File: config.mk
export PLATFORM = sky130hd
export DESIGN_NAME = freq_meter
export DESIGN_NICKNAME = d
export VERILOG_FILES = /design/src/rtl/freq_meter_pkg.sv /design/src/rtl/edge_sync.sv /design/src/rtl/freq_meter.sv
export SDC_FILE = /design/constraint.sdc
export NUM_CORES = 1
export LEC_CHECK = 0
export ABC_AREA = 1
export CORE_ASPECT_RATIO = 0.8
export CORE_MARGIN = 5
export CORE_UTILIZATION = 44
export DETAILED_ROUTE_END_ITERATION = 8
export HOLD_SLACK_MARGIN = 0.15
export PLACE_DENSITY = 0.66
export SLEW_MARGIN = 15
export SYNTH_ARGS = -nofsm -noshare
export SYNTH_HDL_FRONTEND = slang
export SYNTH_SLANG_ARGS = --single-unit
export TNS_END_PERCENT = 100
File: constraint.sdc
create_clock -name clk -period 1.7 [get_ports clk]
set_input_delay 0.34 -clock clk [delete_from_list [all_inputs] [get_ports clk]]
set_output_delay 0.34 -clock clk [all_outputs]
set_load 0.005 [all_outputs]
File: src/rtl/freq_meter_pkg.sv
// freq_meter_pkg: shared state type and width/limit helpers for the gated frequency meter.
package freq_meter_pkg;

   typedef enum logic {IDLE, MEASURE} state_e;

   function automatic int gcnt_width(input int cycles);
      return (cycles < 2) ? 1 : $clog2(cycles);
   endfunction

   function automatic logic [63:0] cnt_max(input int w);
      return (64'd1 << w) - 64'd1;
   endfunction

endpackage

File: src/rtl/edge_sync.sv
// edge_sync: 3-flop synchronizer for an asynchronous input plus rising-edge detect.
module edge_sync (
   input  logic clk,
   input  logic reset_n,
   input  logic sig_i,
   output logic edge_o
);

   logic [2:0] s_q, s_d;

   assign s_d    = {s_q[1:0], sig_i};
   assign edge_o = s_q[1] & ~s_q[2];

   always_ff @(posedge clk or negedge reset_n)
      if (!reset_n) s_q <= '0;
      else          s_q <= s_d;

endmodule

File: src/rtl/freq_meter.sv
// freq_meter: counts rising edges of sig_in over back-to-back windows of GATE_CYCLES clocks.
module freq_meter
   import freq_meter_pkg::*;
#(
   parameter int GATE_CYCLES = 1000,
   parameter int CNT_W       = 16
) (
   input  logic             clk,
   input  logic             reset_n,
   input  logic             en,
   input  logic             sig_in,
   output logic [CNT_W-1:0] freq,
   output logic             valid,
   output logic             ovf,
   output logic             busy
);

   localparam int               GW      = gcnt_width(GATE_CYCLES);
   localparam logic [GW-1:0]    G_LAST  = GW'(GATE_CYCLES - 1);
   localparam logic [CNT_W-1:0] CNT_MAX = CNT_W'(cnt_max(CNT_W));

   state_e           state_q, state_d;
   logic [GW-1:0]    gcnt_q, gcnt_d;
   logic [CNT_W-1:0] ecnt_q, ecnt_d, freq_q, freq_d, ecnt_inc;
   logic             sat_q, sat_d, ovf_q, ovf_d, valid_q, valid_d;
   logic             rise, at_max, sat_inc;

   edge_sync u_sync (
      .clk    (clk),
      .reset_n(reset_n),
      .sig_i  (sig_in),
      .edge_o (rise)
   );

   // an edge arriving while the counter is full is dropped and marks the window
   assign at_max   = (ecnt_q == CNT_MAX);
   assign ecnt_inc = (rise && !at_max) ? ecnt_q + 1'b1 : ecnt_q;
   assign sat_inc  = sat_q | (rise & at_max);

   // counters default to clear: covers IDLE, abort and window completion
   always_comb begin
      state_d = state_q;
      gcnt_d  = '0;
      ecnt_d  = '0;
      sat_d   = 1'b0;
      freq_d  = freq_q;
      ovf_d   = ovf_q;
      valid_d = 1'b0;
      if (state_q == IDLE) state_d = en ? MEASURE : IDLE;
      else if (!en) state_d = IDLE;
      else if (gcnt_q == G_LAST) begin
         freq_d  = ecnt_inc;
         ovf_d   = sat_inc;
         valid_d = 1'b1;
      end else begin
         gcnt_d = gcnt_q + 1'b1;
         ecnt_d = ecnt_inc;
         sat_d  = sat_inc;
      end
   end

   always_ff @(posedge clk or negedge reset_n)
      if (!reset_n) begin
         state_q <= IDLE;
         gcnt_q  <= '0;
         ecnt_q  <= '0;
         sat_q   <= 1'b0;
         freq_q  <= '0;
         ovf_q   <= 1'b0;
         valid_q <= 1'b0;
      end else begin
         state_q <= state_d;
         gcnt_q  <= gcnt_d;
         ecnt_q  <= ecnt_d;
         sat_q   <= sat_d;
         freq_q  <= freq_d;
         ovf_q   <= ovf_d;
         valid_q <= valid_d;
      end

   assign freq  = freq_q;
   assign ovf   = ovf_q;
   assign valid = valid_q;
   assign busy  = (state_q == MEASURE);

endmodule

* Word-level counts from Yosys, hierarchy flattened
Index checks and enable logic that the tools add are counted.
** Word-level totals
- Flip-flop bits (word level) :: 49
- Output and inout port bits :: 19
- Word-level logic and storage cells :: 33
** Cells by class
- Reductions and logical operators :: 3
- Bitwise operators :: 4
- Multiplexer cells :: 14
- Equal/unequal tests :: 2
- Add/sub/neg operators :: 2
** Operators by type and width (count)
- 16-bit two-way mux :: 4
- 10-bit two-way mux :: 3
- 16-bit by 1-bit adder with 16-bit output, second input constant :: 1
- 16-bit equality test, second input constant :: 1
- 10-bit by 1-bit adder with 10-bit output, second input constant :: 1
- 10-bit equality test, second input constant :: 1
- 1-bit two-way mux :: 7
- 3-bit AND reduction :: 1
- 1-bit AND :: 2
- 1-bit logical AND :: 1
- 1-bit logical NOT :: 1
- 1-bit NOT :: 1
- 1-bit bitwise OR :: 1

* Logic depth before layout (Yosys ltp)
Gate-level depths: netlist of the first run.
- Word-level depth :: 7
- Mapped depth :: 11
- Gate-level depth less buffers :: 10

* Cells and area by module
Synthesis of the first run repeated with hierarchy kept, for this count alone.
** Unflattened totals
- Cell total of the unflattened synthesis :: 313
- Area total of the unflattened synthesis :: 2507.4 um^2
** Modules (own cells, without submodules)
- freq_meter :: area an instance 2422.3 um^2, cells each 308, instances 1, sequential area each 1151.1 um^2
- edge_sync :: area an instance 85.1 um^2, cells each 5, instances 1, sequential area each 75.1 um^2

* Worst setup path after synthesis of the first run
Ideal clock, no wire load.
- Path kind :: reg-to-reg
- From :: reg ecnt_q[0]
- To :: reg freq_q[10] (netlist: freq[10])
- Cell stages (with the launch flop) :: 12
- Data arrival time :: 1.433 ns
- Library setup time :: 0.117 ns
- Buffers on the path :: 1
- Setup slack :: 0.150 ns
- Data required time :: 1.583 ns
- Cell sequence :: dfrtp_1 -> ha_1 -> inv_1 -> nor2_4 -> nand2_4 -> nor2_1 -> nor2_1 -> buf_6 -> nand2_1 -> nand2_1 -> nand2_1 -> nand2_1
** Between the ends
- Longest elaborated chain between the ends :: 4
- Elaborated cells on any way between the ends :: 5
- Classes of those cells :: 1 x add/sub; 1 x eq/ne; 1 x mux; 2 x reduce/logical
** Ends and longest elaborated chain
- start, declared :: line freq_meter.sv:24 : logic [CNT_W-1:0] ecnt_q, ecnt_d, freq_q, freq_d, ecnt_inc;
- start signal, assigned :: line freq_meter.sv:74 : ecnt_q <= ecnt_d;
- branches (longest 3 deep; another with 16-bit by 1-bit adder with 16-bit output)
- 16-bit two-way mux (*) :: line freq_meter.sv:37 : assign ecnt_inc = (rise && !at_max) ? ecnt_q + 1'b1 : ecnt_q;
- end signal, assigned :: line freq_meter.sv:76 : freq_q <= freq_d;
- end, declared :: line freq_meter.sv:24
Mark *: on every way between the ends.
A chain may end at the register's enable or synchronous reset.

* Worst setup path after layout of the first run
- From :: reg ecnt_q[6]
- To :: reg freq_q[9] (netlist: freq[9])
Same word-level chain as after synthesis.

==> results.py, run 1 <==
metrics = {
    "worst_setup_path": {
        "crit_chain": "nand2_1 -> nor2_4 -> nand2_4 -> nor2_4 -> nor2_2 -> buf_4 -> nand2_1 -> nand2_1 -> nand2_1 -> nand2_1",
        "cp.required_ns": 1.91,
        "start_kind": "flop",
        "r2r-end": "freq[9]",
        "cp-end-kind": "flop",
        "path_class": "flop to flop",
        "critical_path.max_stage_delay_ns": 0.42,
        "critPathMaxFanout": 9,
        "r2r_start": "ecnt_q[6]",
        "reg2reg_depth": 10,
        "arrival_ns": 1.77,
        "regToRegSetupSlack_ns": 0.14,
        "slowest_stage": "dfrtp_1",
        "crit_path_frequent_cell": "nand2_1",
    },
    "timing": {
        "period_share_pct": 91.80,
        "clock_skew_ns": 0.01145,
        "max_freq_mhz": 640.8,
        "rsz0062_at_grt": "no",
        "fin_tns_setup_ns": 0,
        "setup_viol": 0,
        "fin_crit_ns": 1.561,
        "worst_pin_slew_ns": 0.3008,
        "slew_viol_final": 0,
        "hold_viol": 0,
        "slew_headroom_pct": 79.92,
    },
    "global_routing": {
        "grt_usage_pct": 16.62,
        "grt_pass1_wl_um": 9687,
        "overflow": 0,
        "antenna_found_initial": 0,
        "grt_pass1_vias": 2088,
        "grt_max_degree": 50,
    },
    "yosys": {
        "avgSynthCellArea_um2": 7.733,
        "yosysSeqAreaShare_pct": 49.25,
        "synth-seq-cells": 49,
        "synth_xor_area_share_pct": 2.111,
        "synth_compound_area_share_pct": 5.126,
        "synth_fa_ha_area_share_pct": 1.005,
        "synth_area_um2": 2490,
        "synth_top_family_by_area": "simple AND/OR/NAND/NOR gates",
        "synth_cell_types": 28,
        "yosys.area_share.simple_pct": 36.03,
        "syn_nets": 328,
        "synthCells": 322,
        "synthMuxAreaShare_pct": 0,
        "yosysWarnings": 0,
    },
    "placed_design": {
        "port-buffer-count": 22,
        "place_inst": 430,
        "dpl.hpwl_um": 3938,
        "gp_congestion": 0.9965,
    },
    "floorplan": {
        "core_area_um2": 5465,
        "die_w_um": 94.11,
        "num_io_pins": 23,
        "rows": 24,
        "die-area_um2": 7273,
        "initial_core_util_pct": 45.56,
        "die_h_um": 77.29,
    },
    "job": {
        "drv_cap": 0,
    },
    "clock_network": {
        "cts_buffers": 5,
        "htreeDepth": 2,
        "clk_latency_ns": 0.31,
        "cts_tree": "done",
        "path_clk_slew_ns": 0.10,
        "root_buffer": "clkbuf_8",
        "cts_sinks": 49,
        "clockBufferDepth": 2,
    },
    "routing": {
        "drt-pass1-iter-count": 4,
        "initialDrtViolationCount": 143,
        "routed_wl_um": 5515,
        "vias": 2104,
        "drc": 0,
        "wl_per_cell_um": 12.53,
        "viasPerCell": 4.782,
        "drtAntennaViolNets": 0,
    },
    "finish": {
        "layout-drive-gt1-share_pct": 15.19,
        "final_cells": 440,
        "final_nets": 367,
        "diodes": 0,
        "area_growth_syn_to_layout_pct": 22.91,
        "fill_cells": 525,
    },
    "min_path": {
        "worstHoldPathType": "flop to flop",
        "whs_endpoint": "u_sync.s_q[1]",
        "hp-start": "u_sync.s_q[0]",
        "whs_path_depth": 0,
    },
    "power": {
        "p_leak_nw": 1.485,
        "vdd_drop_max_mv": 0.3663,
        "power_per_cell_area_nw_per_um2": 742.7,
    },
    "run_status": {
        "status": "complete, no violations",
    },
}
final cells by class:
type | count | area, um2 | area share [%]
sequential | 49 | 1229 | 40.15
timing repair buffer | 38 | 362.8 | 11.86
multi-input combinational | 238 | 1125 | 36.75
clock buffer | 5 | 68.82 | 2.249
inverter | 29 | 108.9 | 3.557
clock inverter | 3 | 68.82 | 2.249
tap | 78 | 97.59 | 3.189
logic make-up (layout without fill, tap and decap cells):
logic type,after synthesis,after routing
flip-flops,49,49
XOR/XNOR,6,6
AO/OA/AOI/OAI,22,22
buffers and inverters,35,75
adder cells (fa/ha/maj),2,2
AND/OR/NAND/NOR,208,208
what timing repair did:
item,4_1_cts,5_1_grt
hold buffers,1,0
hold endpoints to repair,49,0
resized for setup,0,10
setup buffers,0,1
endpoints found under the setup margin,0,21
placed cells by master (no fill, tap or decap), types with 6 or more instances in the layout:
cell type | synthesis | layout
nand2_1 | 129 | 128
dfrtp_1 | 49 | 47
nor2_1 | 35 | 30
inv_1 | 28 | 28
clkdlybuf4s50_1 | 0 | 21
nand3_1 | 18 | 18
a21oi_1 | 16 | 16
buf_4 | 1 | 13
nand2_2 | 10 | 11
xor2_1 | 6 | 6
synthesized netlist by cell type:
| cell type | number | area share [%] |
|---|---|---|
| nand2_4 | 1 | 0.45 |
| buf_4 | 1 | 0.30 |
| nand3b_1 | 1 | 0.30 |
| nor2_4 | 2 | 0.90 |
| and2_1 | 1 | 0.25 |
| inv_2 | 1 | 0.15 |
| buf_2 | 1 | 0.20 |
| nor3_1 | 3 | 0.60 |
| ha_1 | 2 | 1.0 |
| xor2_1 | 6 | 2.1 |
| nor3_2 | 1 | 0.40 |
| a21oi_2 | 3 | 1.1 |
| nand2_1 | 129 | 19 |
| nand4_1 | 4 | 1.0 |
| o21bai_1 | 1 | 0.30 |
| clkbuf_1 | 1 | 0.15 |
| nor2_2 | 1 | 0.25 |
| nand2_2 | 10 | 2.5 |
| buf_6 | 2 | 0.90 |
| o21ai_0 | 1 | 0.20 |
| a21oi_1 | 16 | 3.2 |
| nor2_1 | 35 | 5.3 |
| nand3_1 | 18 | 3.6 |
| o21ai_2 | 1 | 0.35 |
| dfrtp_1 | 49 | 49 |
| inv_1 | 28 | 4.2 |
| nand4_2 | 2 | 1.0 |
| clkbuf_8 | 1 | 0.55 |
how the worst max path moves through the flow:
stage                    from        to  slack (ns)  depth (start not counted)
finish              ecnt_q[6]   freq[9]        0.14                         10
global route        ecnt_q[0]   freq[9]        0.01                         11
CTS                 ecnt_q[0]   freq[4]        0.08                         11
detailed placement         en   freq[4]        0.06                          7
global placement           en   freq[2]        0.07                          7
floorplan           ecnt_q[0]  freq[10]        0.15                         11
metal layers:
metal	up-vias	global-route usage [%]	part of all wire, %
met5	-	0	0
met4	0	4.618	0.76
met3	6	4.012	4.0
met2	48	23.60	41
met1	975	25.06	54
li1	1075	-	-
flip-flops by register name, summed over array words and instances, names as in the netlist:
signal      count
sat_q           1
u_sync.s_q      3
gcnt_q         10
busy            1
freq           16
ovf             1
ecnt_q         16
valid           1
worst max-delay path: cells and delay by family, from the launching register on:
family / cells / cell delay [ns]
buf+inv: 1 / 0.17
flops: 1 / 0.42
simple gates: 9 / 0.87
where the power goes:
part | leakage (nW) | internal, W | total (W) | switching, W
combinational | 0.745 | 0.0000332 | 0.0000967 | 0.0000635
sequential | 0.671 | 0.00117 | 0.00118 | 0.00000443
clock | 0.0687 | 0.000592 | 0.000999 | 0.000407
total | 1.48 | 0.00180 | 0.00227 | 0.000475
through the flow:
step           hold WS [ns]  util (%)  worst slack, ns  instance area, um2  total power (W)
3_5_place_dp         0.3380     52.70          0.05969                2880         0.001297
4_1_cts              0.3681     55.40          0.07510                3028         0.002295
6_report             0.3649     56.00           0.1395                3060         0.002273
2_1_floorplan       0.04441         -           0.1499                2490         0.001242
5_1_grt              0.3793     56.00          0.01043                3060         0.002365
3_3_place_gp         0.3483     52.70          0.07150                2880         0.001296
No activity file was read; power rests on OpenSTA's default activity.
==> run 2: changes to the inputs <==
Settings changed: PLACE_DENSITY 0.66 to unset, PLACE_DENSITY_LB_ADDON set to 0.1.
==> run 2 against run 1 <==
  * Register-to-register slack is essentially flat
  * Global-route usage grew 0.78 points
  * Core utilization grew 1.2 points
  * Critical endpoint is now freq[14]
==> results.py, run 2 (same netlist as run 1, synthesis figures left out) <==
metrics = {
    "run_status": {
        "status": "complete, no violations",
    },
    "clock_network": {
        "clockBufferDepth": 2,
        "path_clk_slew_ns": 0.09,
        "cts_sinks": 49,
        "htreeDepth": 2,
        "cts_tree": "done",
        "clk_latency_ns": 0.30,
        "root_buffer": "clkbuf_8",
        "cts_buffers": 5,
        "cts_setup_buffers": 0,
    },
    "global_routing": {
        "grt_use_met2_pct": 24.10,
        "grt_max_degree": 38,
        "grt_pass1_wl_um": 9956,
        "grt_pass1_vias": 2030,
        "grtUsageMet3_pct": 3.816,
        "grt_usage_pct": 17.40,
        "gr-max-usage-layer": "met1",
        "antenna_found_initial": 0,
        "grtUsageMet1_pct": 27.00,
        "overflow": 0,
    },
    "placed_design": {
        "port-buffer-count": 22,
        "gp_congestion": 0.8485,
        "dp_worst_setup_slack_ns": -0.1907,
        "placed_area_um2": 2955,
        "dpl.hpwl_um": 4100,
    },
    "finish": {
        "area_growth_syn_to_layout_pct": 25.53,
        "final_cell_mix": "nand2_1, dfrtp_1, nor2_1",
        "seqCellArea_um2": 1227,
        "multiInputGateArea_um2": 1160,
        "diodes": 0,
        "fin_util_pct": 57.19,
        "layout-drive-gt1-share_pct": 16.98,
        "fill_cells": 530,
        "layout_commonest_cell": "nand2_1",
        "design_area_um2": 3126,
        "final_nets": 376,
    },
    "floorplan": {
        "initial_core_util_pct": 45.56,
        "die-area_um2": 7273,
        "core_area_um2": 5465,
        "num_io_pins": 23,
        "die_h_um": 77.29,
        "rows": 24,
        "die_w_um": 94.11,
    },
    "routing": {
        "wl_per_cell_um": 13.03,
        "initialDrtViolationCount": 91,
        "drtAntennaViolNets": 0,
        "viasPerCell": 4.664,
        "drt-pass1-iter-count": 4,
        "drc": 0,
        "routed_wl_um": 5851,
        "vias": 2094,
    },
    "worst_setup_path": {
        "cp-end-kind": "flop",
        "crit_family": "simple AND/OR/NAND/NOR gates",
        "slowest_stage": "dfrtp_1",
        "cp.required_ns": 1.90,
        "arrival_ns": 1.77,
        "crit_chain": "ha_2 -> buf_4 -> nand3_4 -> nor2_4 -> nand2_1 -> nor2_2 -> nand2_1 -> nand2_1 -> nand2_1 -> nand2_1 -> nand2_1",
        "crit_path_frequent_cell": "nand2_1",
        "path_class": "flop to flop",
        "start_kind": "flop",
        "critical_path.max_stage_delay_ns": 0.40,
        "crit_buf_inv": 1,
        "critPathMaxFanout": 4,
    },
    "timing": {
        "setup_viol": 0,
        "slew_viol_final": 0,
        "fin_crit_ns": 1.571,
        "slew_headroom_pct": 76.91,
        "worst_pin_slew_ns": 0.3464,
        "fin_ws_ns": 0.1293,
        "holdWs_ns": 0.3614,
        "max_freq_mhz": 636.7,
        "hold_viol": 0,
        "fin_tns_setup_ns": 0,
        "period_share_pct": 92.39,
        "clock_skew_ns": 0.007831,
    },
    "job": {
        "drv_cap": 0,
    },
    "power": {
        "power_per_cell_area_nw_per_um2": 627.2,
        "p_leak_nw": 1.520,
        "vdd_drop_max_mv": 0.4223,
    },
    "min_path": {
        "worstHoldPathType": "flop to flop",
    },
}
[run 2: cell count changes in the layout (fill, tap and decap cells not counted), sizes merged]
cell,delta
buf,+8
clkbuf,+3
bufinv,-2
clkinvlp,+1
inv,-1
[run 2: path summary, 6_finish.rpt]
| check | to | start | slack [ns] | cells past startpoint |
|---|---|---|---|---|
| setup / recovery | freq[14] | ecnt_q[1] | 0.13 | 11 |
| hold / removal | u_sync.s_q[1] | u_sync.s_q[0] | 0.36 | 0 |
| setup reg to reg | freq[14] | ecnt_q[1] | 0.13 | 11 |
| hold reg to reg | u_sync.s_q[1] | u_sync.s_q[0] | 0.36 | 0 |
| max in group asynchronous | ecnt_q[9] | reset_n | 0.73 | 3 |
| min in group asynchronous | freq[1] | reset_n | 0.47 | 2 |
[run 2: power by group]
group / leakage (nW) / internal, W / switching (W)
Clock: 0.0385 / 0.000292 / 0.000385
Sequential: 0.672 / 0.00117 / 0.00000486
Combinational: 0.809 / 0.0000382 / 0.0000677
Total: 1.52 / 0.00150 / 0.000457
[run 2: layout make-up]
| class | count | area share (%) |
|---|---|---|
| tap | 78 | 3.122 |
| clock inverter | 1 | 0.2402 |
| sequential | 49 | 39.27 |
| multi-input combinational | 238 | 37.11 |
| timing repair buffer | 47 | 14.33 |
| clock buffer | 7 | 2.442 |
| inverter | 29 | 3.483 |
[run 2: stage by stage]
step	total power [W]	std cells
3_3_place_gp	0.001297	440
3_5_place_dp	0.001298	440
2_1_floorplan	0.001242	322
6_report	0.001960	449
4_1_cts	0.001980	449
5_1_grt	0.002053	449
[run 2: layer usage]
| layer | wire [um] | vias to the layer above |
|---|---|---|
| met2 | 2418 | 40 |
| met3 | 272 | 6 |
| met1 | 3110 | 945 |
| li1 | - | 1103 |
| met5 | 0 | - |
| met4 | 51 | 0 |
[run 2: worst register-to-register path, delay by kind of cell (launching register included)]
kind	cells	cell delay, ns
adder cells (fa/ha/maj)	1	0.20
buffers and inverters	1	0.14
flip-flops	1	0.40
AND/OR/NAND/NOR	9	0.74
[run 2: timing repair]
action,4_1_cts,5_1_grt
hold endpoints to repair,12,0
cloned,0,1
pin swaps,0,6
hold buffers,1,0
setup endpoints to repair,23,31
gates resized for setup,3,12
==> run 3: changes to the inputs <==
Clock period 1.7 ns to 2 ns, I/O delays scaled along.
==> run 3 against run 2 <==
  * Die area unchanged
  * Clock power down 16%
  * Non-clock buffer count fell by 20
  * Sequential cell count unchanged
  * Via count fell by 5.0%
  * Cell count fell by 4.7%
==> results.py, run 3 (same netlist as run 1, synthesis figures left out) <==
metrics = {
    "timing": {
        "fin_tns_setup_ns": 0,
        "fin_ws_ns": 0.2639,
        "rsz0062_at_grt": "no",
        "fin_crit_ns": 1.736,
        "slew_viol_final": 0,
        "hold_viol": 0,
        "setup_viol": 0,
        "slew_headroom_pct": 79.14,
        "clock_skew_ns": 0.007267,
        "worst_pin_slew_ns": 0.3118,
        "period_share_pct": 86.80,
        "max_freq_mhz": 576.0,
    },
    "clock_network": {
        "htreeDepth": 2,
        "path_clk_slew_ns": 0.09,
        "cts_setup_buffers": 0,
        "cts_buffers": 5,
        "clk_latency_ns": 0.30,
        "root_buffer": "clkbuf_8",
        "cts_sinks": 49,
        "cts_tree": "done",
        "clockBufferDepth": 2,
    },
    "global_routing": {
        "grt_usage_pct": 16.37,
        "grt_pass1_vias": 1848,
        "grt_max_degree": 50,
        "grt_pass1_wl_um": 9328,
        "antenna_found_initial": 0,
        "overflow": 0,
    },
    "routing": {
        "initialDrtViolationCount": 141,
        "vias": 1989,
        "drtAntennaViolNets": 0,
        "topRoutingLayerUsed": "met4",
        "wl_per_cell_um": 12.38,
        "drc": 0,
        "dr_wl_met2_um": 2058,
        "wl_met3_um": 168,
        "drt-pass1-iter-count": 4,
        "viasPerCell": 4.647,
        "drt-met1-wl_um": 3012,
        "routed_wl_um": 5300,
    },
    "worst_setup_path": {
        "crit_chain": "ha_2 -> inv_1 -> nor2_4 -> nand2_4 -> o21ai_2 -> buf_4 -> nand2_1 -> nand3_1 -> nand2_1",
        "cp.required_ns": 2.20,
        "critical_path.max_stage_delay_ns": 0.44,
        "crit_family": "simple AND/OR/NAND/NOR gates",
        "crit_buf_inv": 2,
        "cp-end-kind": "flop",
        "start_kind": "flop",
        "reg2reg_depth": 9,
        "critPathMaxFanout": 11,
        "slowest_stage": "dfrtp_1",
        "path_class": "flop to flop",
        "r2r-end": "freq[1]",
        "r2r_start": "ecnt_q[0]",
        "regToRegSetupSlack_ns": 0.26,
        "crit_path_frequent_cell": "nand2_1",
        "arrival_ns": 1.94,
    },
    "floorplan": {
        "die-area_um2": 7273,
        "initial_core_util_pct": 45.56,
        "die_w_um": 94.11,
        "num_io_pins": 23,
        "rows": 24,
        "core_area_um2": 5465,
        "die_h_um": 77.29,
    },
    "finish": {
        "area_growth_syn_to_layout_pct": 16.23,
        "diodes": 0,
        "layout_commonest_cell": "nand2_1",
        "design_area_um2": 2894,
        "final_cell_mix": "nand2_1, dfrtp_1, nor2_1",
        "final_nets": 356,
        "layout-drive-gt1-share_pct": 10.00,
        "fin_util_pct": 52.95,
    },
    "min_path": {
        "hp-start": "u_sync.s_q[0]",
        "worstHoldPathType": "flop to flop",
        "whs_endpoint": "u_sync.s_q[1]",
        "whs_path_depth": 0,
    },
    "power": {
        "power_frac_clock_pct": 34.5,
        "p_leak_nw": 1.398,
        "power_per_cell_area_nw_per_um2": 567.1,
        "seqPwrFrac_pct": 61.1,
        "power_switching_w": 0.0003796,
        "switching_share_pct": 23.13,
        "p_int_w": 0.001261,
        "vdd_drop_max_mv": 0.2663,
        "combPwrFrac_pct": 4.4,
    },
    "job": {
        "drv_cap": 0,
    },
    "placed_design": {
        "dp_worst_setup_slack_ns": -0.04250,
        "gp_congestion": 0.8939,
        "placed_area_um2": 2793,
        "dpl.hpwl_um": 3799,
        "port-buffer-count": 22,
    },
    "run_status": {
        "status": "complete, no violations",
    },
}
## run 3: through the flow
step           total power [W]  instances  hold slack [ns]
6_report              0.001641        428           0.3749
5_1_grt               0.001728        428           0.3894
4_1_cts               0.001667        428           0.3842
3_5_place_dp          0.001095        420           0.3634
3_3_place_gp          0.001094        420           0.3365
2_1_floorplan         0.001056        322           0.1044
## run 3: power groups by stage
stage | clock network, W | logic (W) | registers (W)
after global routing | 0.000641 | 0.0000845 | 0.00100
after CTS | 0.000590 | 0.0000750 | 0.00100
after global placement | 0 | 0.0000732 | 0.00102
final | 0.000566 | 0.0000729 | 0.00100
after detailed placement | 0 | 0.0000731 | 0.00102
after floorplan | 0 | 0.0000351 | 0.00102
## run 3: layer usage
| layer | up-vias | track usage (%) |
|---|---|---|
| met5 | - | 0 |
| met4 | 0 | 5.628 |
| met3 | 4 | 3.718 |
| met2 | 30 | 20.34 |
| met1 | 899 | 26.89 |
| li1 | 1056 | - |
## run 3: layout make-up
type	instances	area, um2
tap	78	97.59
clock inverter	1	8.758
fill	564	2571
inverter	29	108.9
sequential	49	1226
clock buffer	6	72.57
multi-input combinational	238	1112
timing repair buffer	27	267.8
## run 3: how the worst max path moves through the flow
stage | to | slack, ns | cells after the start | from
3_5_place_dp | freq[11] | -0.04 | 10 | ecnt_q[0]
3_3_place_gp | freq[11] | -0.01 | 10 | ecnt_q[0]
2_1_floorplan | freq[10] | 0.45 | 11 | ecnt_q[0]
5_1_grt | freq[14] | 0.03 | 10 | ecnt_q[0]
4_1_cts | freq[11] | 0.17 | 10 | ecnt_q[0]
6_report | freq[1] | 0.26 | 9 | ecnt_q[0]
## run 3: timing repair
item	4_1_cts	5_1_grt
hold buffers	1	0
endpoints found under the hold margin	49	0
cloned	0	0
gates resized for setup	1	2
setup endpoints to repair	12	14
